File: src/rtl/vetris_pkg.sv
// Shared types and constants for the vetris row-transfer datapath.
// Holds the responder FSM states and the playfield geometry defaults.
package vetris_pkg;

  typedef enum logic [1:0] {
    IDLE,
    REQ,
    WAIT,
    DONE
  } rtu_state_t;

  localparam logic [4:0] LINE_STATUS_REG = 5'd9;

  localparam int ROW_W_DEF    = 10;
  localparam int NUM_ROWS_DEF = 20;
  localparam int DATA_W_DEF   = 32;
  localparam int TIMEOUT_DEF  = 15;
  localparam int IDX_W        = 5;

  function automatic logic idx_in_range(input logic [IDX_W-1:0] idx, input int num_rows);
    return 32'(idx) < 32'(num_rows);
  endfunction

endpackage

File: src/rtl/line_status_reg.sv
// One bit per playfield row marking the row as full, written by row index.
// The row bits are zero-padded up to the register width.
module line_status_reg
  import vetris_pkg::*;
#(
  parameter int NUM_ROWS = NUM_ROWS_DEF,
  parameter int DATA_W   = DATA_W_DEF
) (
  input  logic              clk,
  input  logic              rst_n,
  input  logic              wr_en,
  input  logic [IDX_W-1:0]  wr_idx,
  input  logic              wr_bit,
  output logic [DATA_W-1:0] status
);

  logic [NUM_ROWS-1:0] rows;

  always_ff @(posedge clk or negedge rst_n) begin
    if (!rst_n) begin
      rows <= '0;
    end else if (wr_en) begin
      for (int r = 0; r < NUM_ROWS; r++) begin
        if (32'(wr_idx) == 32'(r)) begin
          rows[r] <= wr_bit;
        end
      end
    end
  end

  assign status = {{(DATA_W-NUM_ROWS){1'b0}}, rows};

endmodule

File: src/rtl/row_transfer_unit.sv
// EX-stage responder for getRow/sendRow: runs the board memory handshake,
// returns getRow data for writeback and keeps the line-status word current.
module row_transfer_unit
  import vetris_pkg::*;
#(
  parameter int ROW_W    = ROW_W_DEF,
  parameter int NUM_ROWS = NUM_ROWS_DEF,
  parameter int DATA_W   = DATA_W_DEF,
  parameter int TIMEOUT  = TIMEOUT_DEF
) (
  input  logic              clk,
  input  logic              rst_n,
  input  logic              req_valid,
  input  logic              req_get,
  input  logic              req_send,
  input  logic [4:0]        req_row_idx,
  input  logic [DATA_W-1:0] req_wdata,
  input  logic [4:0]        req_rd,
  output logic              busy,
  output logic              board_req,
  output logic              board_we,
  output logic [4:0]        board_addr,
  output logic [ROW_W-1:0]  board_wdata,
  input  logic              board_ack,
  input  logic [ROW_W-1:0]  board_rdata,
  output logic              wb_valid,
  output logic [4:0]        wb_rd,
  output logic [DATA_W-1:0] wb_data,
  output logic [DATA_W-1:0] line_status,
  output logic              err
);

  localparam int CNT_W = $clog2(TIMEOUT + 1);

  rtu_state_t         state, next_state;
  logic               op_get;
  logic [4:0]         idx_q;
  logic [4:0]         rd_q;
  logic [ROW_W-1:0]   wdata_q;
  logic [ROW_W-1:0]   rdata_q;
  logic [CNT_W-1:0]   wait_cnt;
  logic               err_q;
  logic               accept;
  logic               idx_bad;
  logic               timeout_hit;
  logic               ls_wr;
  logic               unused_wdata_hi;

  assign unused_wdata_hi = ^req_wdata[DATA_W-1:ROW_W];

  always_ff @(posedge clk or negedge rst_n) begin
    if (!rst_n) begin
      state    <= IDLE;
      op_get   <= 1'b0;
      idx_q    <= '0;
      rd_q     <= '0;
      wdata_q  <= '0;
      rdata_q  <= '0;
      wait_cnt <= '0;
      err_q    <= 1'b0;
    end else begin
      state <= next_state;
      case (state)
        IDLE: begin
          if (accept) begin
            // A simultaneous get+send is resolved as a get and flagged.
            op_get  <= req_get;
            idx_q   <= req_row_idx;
            rd_q    <= req_rd;
            wdata_q <= req_wdata[ROW_W-1:0];
            rdata_q <= '0;
            if (idx_bad || (req_get && req_send)) begin
              err_q <= 1'b1;
            end
          end
        end
        REQ: begin
          wait_cnt <= '0;
        end
        WAIT: begin
          wait_cnt <= wait_cnt + 1'b1;
          if (board_ack && op_get) begin
            rdata_q <= board_rdata;
          end
          if (timeout_hit) begin
            err_q <= 1'b1;
          end
        end
        default: ;
      endcase
    end
  end

  always_comb begin
    next_state  = state;
    accept      = 1'b0;
    idx_bad     = !idx_in_range(req_row_idx, NUM_ROWS);
    timeout_hit = 1'b0;
    ls_wr       = 1'b0;
    busy        = 1'b1;
    board_req   = 1'b0;
    wb_valid    = 1'b0;
    case (state)
      IDLE: begin
        accept = req_valid && (req_get || req_send);
        busy   = accept;
        if (accept) begin
          next_state = idx_bad ? DONE : REQ;
        end
      end
      REQ: begin
        board_req  = 1'b1;
        next_state = WAIT;
      end
      WAIT: begin
        board_req   = 1'b1;
        timeout_hit = !board_ack && (wait_cnt == CNT_W'(TIMEOUT - 1));
        ls_wr       = board_ack && !op_get;
        if (board_ack || timeout_hit) begin
          next_state = DONE;
        end
      end
      DONE: begin
        wb_valid   = op_get;
        next_state = IDLE;
      end
      default: next_state = IDLE;
    endcase
  end

  assign board_we    = !op_get;
  assign board_addr  = idx_q;
  assign board_wdata = wdata_q;
  assign wb_rd       = rd_q;
  assign wb_data     = {{(DATA_W-ROW_W){1'b0}}, rdata_q};
  assign err         = err_q;

  line_status_reg #(
    .NUM_ROWS(NUM_ROWS),
    .DATA_W  (DATA_W)
  ) u_line_status (
    .clk   (clk),
    .rst_n (rst_n),
    .wr_en (ls_wr),
    .wr_idx(idx_q),
    .wr_bit(&wdata_q),
    .status(line_status)
  );

endmodule
File: config.mk
export PLATFORM = sky130hd
export DESIGN_NAME = row_transfer_unit
export DESIGN_NICKNAME = d
export VERILOG_FILES = /design/src/rtl/vetris_pkg.sv /design/src/rtl/line_status_reg.sv /design/src/rtl/row_transfer_unit.sv
export SDC_FILE = /design/constraint.sdc
export NUM_CORES = 1
export LEC_CHECK = 0
export BUFFER_PORTS_ARGS = -buffer_cell sky130_fd_sc_hd__buf_2
export CAP_MARGIN = 20
export CORE_ASPECT_RATIO = 1.75
export CORE_MARGIN = 3
export CORE_UTILIZATION = 45
export CTS_CLUSTER_SIZE = 25
export DETAILED_ROUTE_END_ITERATION = 8
export GPL_ROUTABILITY_DRIVEN = 0
export PLACE_DENSITY = 0.8
export SKIP_CTS_REPAIR_TIMING = 1
export SYNTH_ARGS = -nofsm -noshare
export SYNTH_HDL_FRONTEND = slang
export SYNTH_SLANG_ARGS = --single-unit
File: constraint.sdc
create_clock -name clk -period 2.25 [get_ports clk]
set_input_delay 0.45 -clock clk [delete_from_list [all_inputs] [get_ports clk]]
set_output_delay 0.45 -clock clk [all_outputs]
set_load 0.03 [all_outputs]
Word-level counts from Yosys, hierarchy flattened
Cells that the tools add are included.
Widths: inputs -> output; s select.

storage, ports and cells
  flip-flop bits (word level) = 58
  output and inout bits = 89
  input bits = 58

cells by class
  reductions and logical operators = 41
  muxes and demuxes = 18
  $lt $le $gt $ge = 1
  equal/unequal tests = 29
  add/sub/neg operators = 1

operators by type and width
  operator             number
  $reduce_and 2->1     22
  $eq 5x4->1 const B   8
  $eq 5x3->1 const B   4
  $eq 5x5->1 const B   4
  $mux 10              2
  $pmux 10 s2          1
  $ne 2x2->1 const B   6
  $eq 5x2->1 const B   2
  $reduce_and 10->1    1
  $mux 1               9
  $pmux 2 s4           1
  $pmux 4 s2           1
  $mux 2               3
  $eq 5x1->1 const B   1
  $logic_and 1x1->1    5
  $logic_not 5->1      1
  $lt 5x5->1 const B   1
  $add 4x1->4 const B  1
  $eq 2x2->1 const B   2
  $eq 4x4->1 const B   1
  $reduce_and 4->1     1
  $reduce_bool 2->1    2
  $logic_not 1->1      3
  $logic_or 1x1->1     3
  5 further kinds      5

Longest topological paths before layout
Gate-level depths: netlist of the first run.

  word-level depth = 6
  mapped depth = 8
  depth with buffers taken out = 5

Hierarchy
A second synthesis of the first run with hierarchy kept.

second synthesis, totals
  cell total of the unflattened synthesis = 230
  area total of the unflattened synthesis = 2866.5 um2

by module, submodules not included
  module             cells an instance  instances  area each (um2)
  row_transfer_unit  144                1          1834.3
  line_status_reg    86                 1          1032.2

Worst setup path before layout of the first run
No wires, ideal clock.

  path type = register -> register
  start point = reg state[0]
  end point = reg u_line_status.rows[4]
  data arrival time = 1.581 ns
  library setup time = 0.128 ns
  period minus slack after synthesis = 1.708 ns
  stages on the path, launching flop included = 9
  slack = 0.542 ns
  path through = dfrtp_1 > inv_1 > ha_1 > buf_4 > and4bb_1 > buf_4 > buf_6 > nand3_1 > mux2_1

on the way
  longest elaborated chain between the ends = 3

ends and longest elaborated chain
  what                            line                      text
  start: declaration              row_transfer_unit.sv:35   rtu_state_t state, next_state;
  start signal: assignment        row_transfer_unit.sv:62   state <= next_state;
  $eq 2x2->1                      row_transfer_unit.sv:103  case (state)
  $mux 1                          row_transfer_unit.sv:103
  $reduce_and 2->1 (no line)      n/a
  end signal: indexed assignment  line_status_reg.sv:25     rows[r] <= wr_bit;
  end: declaration                line_status_reg.sv:17     logic [NUM_ROWS-1:0] rows;

Every way passes these cells.
A chain may end at the register's enable or synchronous reset.

Final worst setup path of the first run
  start point = reg state[0]
  end point = out busy

on the way
  longest elaborated chain between the ends = 2

ends and longest elaborated chain
  what              line                      text
  $logic_not 2->1   row_transfer_unit.sv:103
  $mux 1            row_transfer_unit.sv:103
  end: declaration  row_transfer_unit.sv:19   output logic busy,

Every way passes these cells.

==> results of run 1 <==
cell families (layout without fill, tap and decap cells):
family,after synthesis,in the layout,share of synthesized area
fa+ha+maj,6,6,0.02636
simple gates,46,46,0.09006
flops,58,58,0.5097
buf+inv,51,117,0.1186
mux,45,45,0.1779
compound gates,24,24,0.07601
other cells,1,34,0.001317
cells in the mapped netlist (all sizes together) (4+ instances only):
library cell	number
nand3	18
dfrtp	58
mux2	42
ha	6
buf	40
nor2b	4
nand4	7
o21ai	4
clkbuf	4
inv	7
a22o	12
nand2	6
per-layer routing:
layer | global-route usage | part of all wire | vias to the layer above
met2 | 0.2814 | 0.53 | 96
met3 | 0.05172 | 0.067 | 11
met4 | 0.08684 | 0.025 | 0
li1 | - | - | 936
met1 | 0.2034 | 0.38 | 975
met5 | 0 | 0 | -
area by class of cell:
cell class              instances  area [um2]  area share
flip-flops and latches         58        1451      0.4207
multi-input cells             155        1182      0.3428
repair buffers                 95       488.0      0.1415
clock buffers                  13       168.9     0.04897
well taps                      78       97.59     0.02829
clock inverters                 2       35.03     0.01016
inverters                       7       26.28    0.007617
worst min path at each step:
stage | to | from
floorplan | board_addr[0]$_DFFE_PN0P_ | rst_n
global placement | err$_DFFE_PN0P_ | err$_DFFE_PN0P_
detailed placement | err$_DFFE_PN0P_ | err$_DFFE_PN0P_
CTS | rdata_q[9]$_DFFE_PN0P_ | rst_n
global route | rdata_q[9]$_DFFE_PN0P_ | rst_n
finish | rdata_q[7]$_DFFE_PN0P_ | rst_n
sequential cells by signal (all words and copies together), names as in the netlist:
name                flops
board_addr              5
rdata_q                10
wait_cnt                4
state                   2
board_wdata            10
wb_rd                   5
err                     1
op_get                  1
u_line_status.rows     20
per-stage QoR:
step           utilization  cells  power [mW]  worst slack (ns)  hold slack (ns)
6_report            0.5732    408       4.648            0.2804           0.1885
5_1_grt             0.5732    408       4.947            0.1538           0.2336
4_1_cts             0.5732    408       4.692            0.2526           0.2149
3_5_place_dp        0.5393    393       3.692            0.3567           0.4661
3_3_place_gp        0.5393    393       3.643            0.3804           0.4441
2_1_floorplan            -    264       3.160            0.5417           0.1544
power by group:
group	switching, mW	internal [mW]	leakage, nW
Clock	0.385	0.595	0.106
Sequential	0.271	1.36	0.752
Combinational	1.35	0.691	0.981
==> impl_summary.txt, run 1 <==
----------------------------------------------------
[Global routing]
  Antenna violations before repair ... 0
  Congestion Overflow GR ... 0
  Pin count of the biggest net entering global routing ... 36
  Total global routing track utilization ... 0.1739
  First-pass GRT wire length ... slightly below 10 mm
  Vias in the first global route ... 1,961

[CTS]
  Maximum clock insertion buffer count ... 2
  Clock latency reported for the late side of the worst-skew pair ... 0.33 ns
  TritonCTS clock tree ... built
  Cell at the root of the clock tree ... sky130_fd_sc_hd__clkbuf_8
  Number of buffers created by CTS ... 9
  Number of sinks on the clock net ... 58
  H-tree lvl count ... 3
  Clock transition time at the flip-flop clock pins of the worst setup and hold paths ... roughly 0.06 ns

[Place]
  Number of port buffers ... 90
  Final HPWL DP ... 4.459 mm
  Area of placed instances ... roughly 3200 um2

[Worst setup path]
  R2R Path End ... u_line_status.rows[4]$_DFFE_PN0P_
  Logic depth of the worst register-to-register path ... 5
  Max stage delay cell, worst path ... sky130_fd_sc_hd__dfrtp_1
  CP Cell Sequence ... inv_1 > ha_1 > nand2_1 > buf_2
  Element type at the critical path end ... output port
  Setup Crit Path Kind ... reg -> out
  Stages on the worst setup path ... 4
  Critical path destination ... busy
  Category of cells accounting for the largest share of critical-path delay ... flip-flops
  Reg2reg start ... state[0]$_DFFE_PN0P_
  Setup slack of the worst register-to-register path ... 0.35 ns
  CP Launch Point ... state[0]$_DFFE_PN0P_
  Slowest cell delay on critical path ... roughly 0.38 ns
  CP startpoint kind ... flop
  Worst Path Arrival ... between 1.5 and 2 ns
  Crit path buf inv count ... 2
  WP data required ... 1.80 ns
  Maximum fanout along the worst path ... 6

[Routing]
  Remaining design rule violation count ... 0
  Antenna-violating nets left ... 0
  Via count of the routed design ... 2,018
  Via/cell ratio ... roughly 4.9
  Drt wl/cell ... roughly 14 um
  Count of routing violations after the opening detailed-route iteration ... roughly 140
  Wirelength, routed ... 5.843 mm
  Drt pass-1 iters ... 4

[Finish]
  Area grow syn2layout ... 21.13%
  # nets final ... 390
  Antenna Cells ... 0
  Post-route design area ... 3450 um2
  Share of final-layout standard cells stronger than drive strength 1 ... 0.4394
  Commonest cells after routing, fill and taps aside ... 90 x sky130_fd_sc_hd__buf_2, 58 x sky130_fd_sc_hd__dfrtp_1, 34 x sky130_fd_sc_hd__conb_1
  Fillers ... 554
  Most common cell after layout, fill and taps aside ... sky130_fd_sc_hd__buf_2

[Timing]
  RSZ-0062 raised after global routing ... false
  Max Slew Vio Count ... 0
  Min Tclk post-route ... 1.970 ns
  Setup violations, final ... 0
  Max-slew headroom at the worst pin ... 0.4925
  Ratio of final minimum period to clock period ... 0.8754
  Count of endpoints failing hold in the final timing report ... 0
  Accumulated negative setup slack ... 0 ns
  Transition time at the pin with the least slew margin ... 0.7613 ns
  Max Clock Skew ... 0.004588 ns
  Max frequency ... slightly above 0.5 GHz

[Floorplan]
  # IOs ... between 100 and 150
  Die span in y ... 111.2 um
  Effective utilization at floorplan ... 0.4732
  Count of standard-cell rows ... 37
  Core ar. ... about 6000 um2
  Width of the chip ... 66.14 um
  Die Outline Area ... about 7400 um2

[Logic synthesis]
  Portion of the post-synthesis area used by sequential elements ... 0.5097
  Post-synth top area cell ... sky130_fd_sc_hd__dfrtp_1
  Ys Warns ... 0
  Top flip-flop cell by instance count after synthesis ... sky130_fd_sc_hd__dfrtp_1
  Synthesized instance count ... ~230
  Mean instance size in the synthesized netlist ... 12.33 um2
  Cell area after synthesis ... 2848 um2
  Yosys reg bits ... 58
  Number of flops mapped to enable cells by yosys ... 0
  Async SR Flop Fraction ... 1.000
  Number of distinct library cells after synthesis ... 33
  Synth top area cells ... sky130_fd_sc_hd__dfrtp_1 51%, sky130_fd_sc_hd__mux2_2 13%, sky130_fd_sc_hd__buf_4 9.5%
  Top cell type's share of synthesized area ... 0.5097

[Pwr]
  Maximum resistive drop on vdd ... 0.8450 mV
  Leakage component of the power ... 1.839 nW
  Power per cell area ... between 1000 and 1500 nW/um2

[Status]
  Result of the run ... finished clean

[Min path]
  Hold crit path type ... in -> async

[Job]
  Max cap viols ... 0

----------------------------------------------------
Note: power is estimated with default switching activity, not from simulation.
==> run 2: changes to the inputs <==
--- a/config.mk
+++ b/config.mk
@@ -7,13 +7,15 @@
 export LEC_CHECK = 0
 export BUFFER_PORTS_ARGS = -buffer_cell sky130_fd_sc_hd__buf_2
 export CAP_MARGIN = 20
+export CELL_PAD_IN_SITES_DETAIL_PLACEMENT = 1
+export CELL_PAD_IN_SITES_GLOBAL_PLACEMENT = 1
 export CORE_ASPECT_RATIO = 1.75
 export CORE_MARGIN = 3
-export CORE_UTILIZATION = 45
+export CORE_UTILIZATION = 34
 export CTS_CLUSTER_SIZE = 25
 export DETAILED_ROUTE_END_ITERATION = 8
 export GPL_ROUTABILITY_DRIVEN = 0
-export PLACE_DENSITY = 0.8
+export PLACE_DENSITY_LB_ADDON = 0.1
 export SKIP_CTS_REPAIR_TIMING = 1
 export SYNTH_ARGS = -nofsm -noshare
 export SYNTH_HDL_FRONTEND = slang
==> impl_summary.txt, run 2 (synthesis gave the netlist of run 1 again) <==
----------------------------------------------------
[Status]
  Result of the run ... finished clean

[Routing]
  Drt pass-1 iters ... 4 (unchanged)
  Count of routing violations after the opening detailed-route iteration ... 88 (-37%)
  Antenna-violating nets left ... 0 (unchanged)
  Wirelength, routed ... 6.931 mm (+19%)
  Drt wl/cell ... 16.50 um (+15%)
  Via/cell ratio ... 4.831 (-2.3%)
  Remaining design rule violation count ... 0 (unchanged)
  Via count of the routed design ... 2,029 (+0.55%)

[Finish]
  Share of final-layout standard cells stronger than drive strength 1 ... 0.4394 (unchanged)
  # nets final ... 390 (unchanged)
  Post-route design area ... 3568 um2 (+3.4%)
  Post-route non-filler standard cell count ... 420 (+2.9%)
  Area grow syn2layout ... 25.31%
  Antenna Cells ... 0 (unchanged)
  Fillers ... 908 (+64%)
  Final core utilization ... 0.4451 (-0.1280)
  Most common cell after layout, fill and taps aside ... sky130_fd_sc_hd__buf_2
  Largest reg by FF count ... u_line_status.rows
  Max reg flops ... 20 (unchanged)
  Commonest cells after routing, fill and taps aside ... 90 x sky130_fd_sc_hd__buf_2, 58 x sky130_fd_sc_hd__dfrtp_1, 34 x sky130_fd_sc_hd__conb_1

[Floorplan]
  Die span in y ... 127.1 um (+14%)
  # IOs ... 147 (unchanged)
  Core ar. ... 8016 um2 (+33%)
  Count of standard-cell rows ... 43 (+16%)
  Effective utilization at floorplan ... 0.3552 (-0.1179)
  Width of the chip ... 75.18 um (+14%)
  Die Outline Area ... 9553 um2 (+30%)

[Timing]
  Min Tclk post-route ... 2.022 ns (+0.05263 ns)
  Max-slew headroom at the worst pin ... 0.6246 (+0.1321)
  Ratio of final minimum period to clock period ... 0.8988 (+0.02339)
  Final WS setup ... 0.2277 ns (-0.05263 ns)
  Accumulated negative setup slack ... 0 ns (unchanged)
  Transition time at the pin with the least slew margin ... 0.5632 ns (-0.1981 ns)
  Setup violations, final ... 0 (unchanged)
  RSZ-0062 raised after global routing ... false
  Max Slew Vio Count ... 0 (unchanged)
  Max frequency ... 0.4945 GHz (-2.6%)
  Max Clock Skew ... 0.004811 ns (+0.0002226 ns)
  Count of endpoints failing hold in the final timing report ... 0 (unchanged)
  Worst Hold Margin ... 0.1174 ns (-0.07106 ns)

[Job]
  Max cap viols ... 0 (unchanged)

[Global routing]
  First-pass GRT wire length ... 11.10 mm (+15%)
  Met2 Resource Use GR ... 0.2682 (-0.01311)
  Congestion Overflow GR ... 0 (unchanged)
  Antenna violations before repair ... 0 (unchanged)
  GR Layer Usage met1 ... 0.1740 (-0.02946)
  Pin count of the biggest net entering global routing ... 37 (+2.8%)
  Total global routing track utilization ... 0.1579 (-0.01599)
  Vias in the first global route ... 2,194 (+12%)
  Layer carrying the most global-route usage ... met2
  Fraction of met3 tracks used by global routing ... 0.03150 (-0.02023)

[Worst setup path]
  Max stage delay cell, worst path ... sky130_fd_sc_hd__dfrtp_1
  Maximum fanout along the worst path ... 6 (unchanged)
  CP startpoint kind ... flop
  Slowest cell delay on critical path ... 0.38 ns (about the same)
  WP data required ... 1.80 ns (about the same)
  CP Launch Point ... state[0]$_DFFE_PN0P_
  Setup Crit Path Kind ... reg -> out
  Reg2reg start ... state[0]$_DFFE_PN0P_
  CP Cell Sequence ... inv_1 > ha_1 > nand2_1 > buf_2
  Element type at the critical path end ... output port
  Worst Path Arrival ... 1.57 ns (+0.05 ns)

[CTS]
  Number of sinks on the clock net ... 58 (unchanged)
  Maximum clock insertion buffer count ... 2 (unchanged)
  H-tree lvl count ... 3 (unchanged)
  Clock latency reported for the late side of the worst-skew pair ... 0.32 ns (about the same)
  Number of buffers created by CTS ... 9 (unchanged)
  Clock transition time at the flip-flop clock pins of the worst setup and hold paths ... 0.05 ns (about the same)
  TritonCTS clock tree ... built
  Cell at the root of the clock tree ... sky130_fd_sc_hd__clkbuf_16

[Pwr]
  Maximum resistive drop on vdd ... 0.5930 mV (-30%)
  Power per cell area ... 1412 nW/um2 (+4.8%)
  Design Power ... 5.038 mW (+8.4%)
  Leakage component of the power ... 1.882 nW (+2.3%)

[Place]
  Final HPWL DP ... 5.284 mm (+18%)
  Cell total after placement ... 404 (+2.8%)
  Area of placed instances ... 3271 um2 (+0.77%)
  Pre-CTS worst setup slack ... 0.3528 ns (-0.003854 ns)
  Number of port buffers ... 90 (unchanged)

[Min path]
  Hold crit path type ... in -> async

----------------------------------------------------
[run 2: worst paths after layout]
check / to / slack, ns / cells past startpoint
hold reg to reg: err$_DFFE_PN0P_ / 0.46 / 1
hold / removal: u_line_status.rows[18]$_DFFE_PN0P_ / 0.12 / 1
setup / recovery: busy / 0.23 / 4
max in group asynchronous: wb_rd[4]$_DFFE_PN0P_ / 1.54 / 2
min in group clk: rdata_q[3]$_DFFE_PN0P_ / 0.35 / 2
setup reg to reg: rdata_q[4]$_DFFE_PN0P_ / 0.39 / 5
[run 2: cell type report]
class / count / area (um2) / area share
sequential: 58 / 1451 / 0.4067
clock inverter: 3 / 40.04 / 0.01122
tap: 90 / 112.6 / 0.03156
multi-input combinational: 155 / 1187 / 0.3327
timing repair buffer: 95 / 504.2 / 0.1413
inverter: 7 / 26.28 / 0.007363
clock buffer: 12 / 246.5 / 0.06907
[run 2: power by group]
group | switching [mW] | total [mW] | leakage, nW | internal (mW)
sequential | 0.275 | 1.64 | 0.752 | 1.36
combinational | 1.38 | 2.08 | 0.987 | 0.696
clock | 0.445 | 1.32 | 0.142 | 0.876
total | 2.10 | 5.04 | 1.88 | 2.94
[run 2: critical path, delay by kind of cell (launching register included)]
family                     cells  cell delay, ns
adders and majority gates      1            0.38
buffers and inverters          2            0.35
DFF                            1            0.38
and+or+nand+nor                1            0.15
[run 2: layer usage]
metal	up-vias	wire length [um]
met2	79	3874
met1	997	2525
met3	11	381
met5	-	0
met4	0	150
li1	942	-
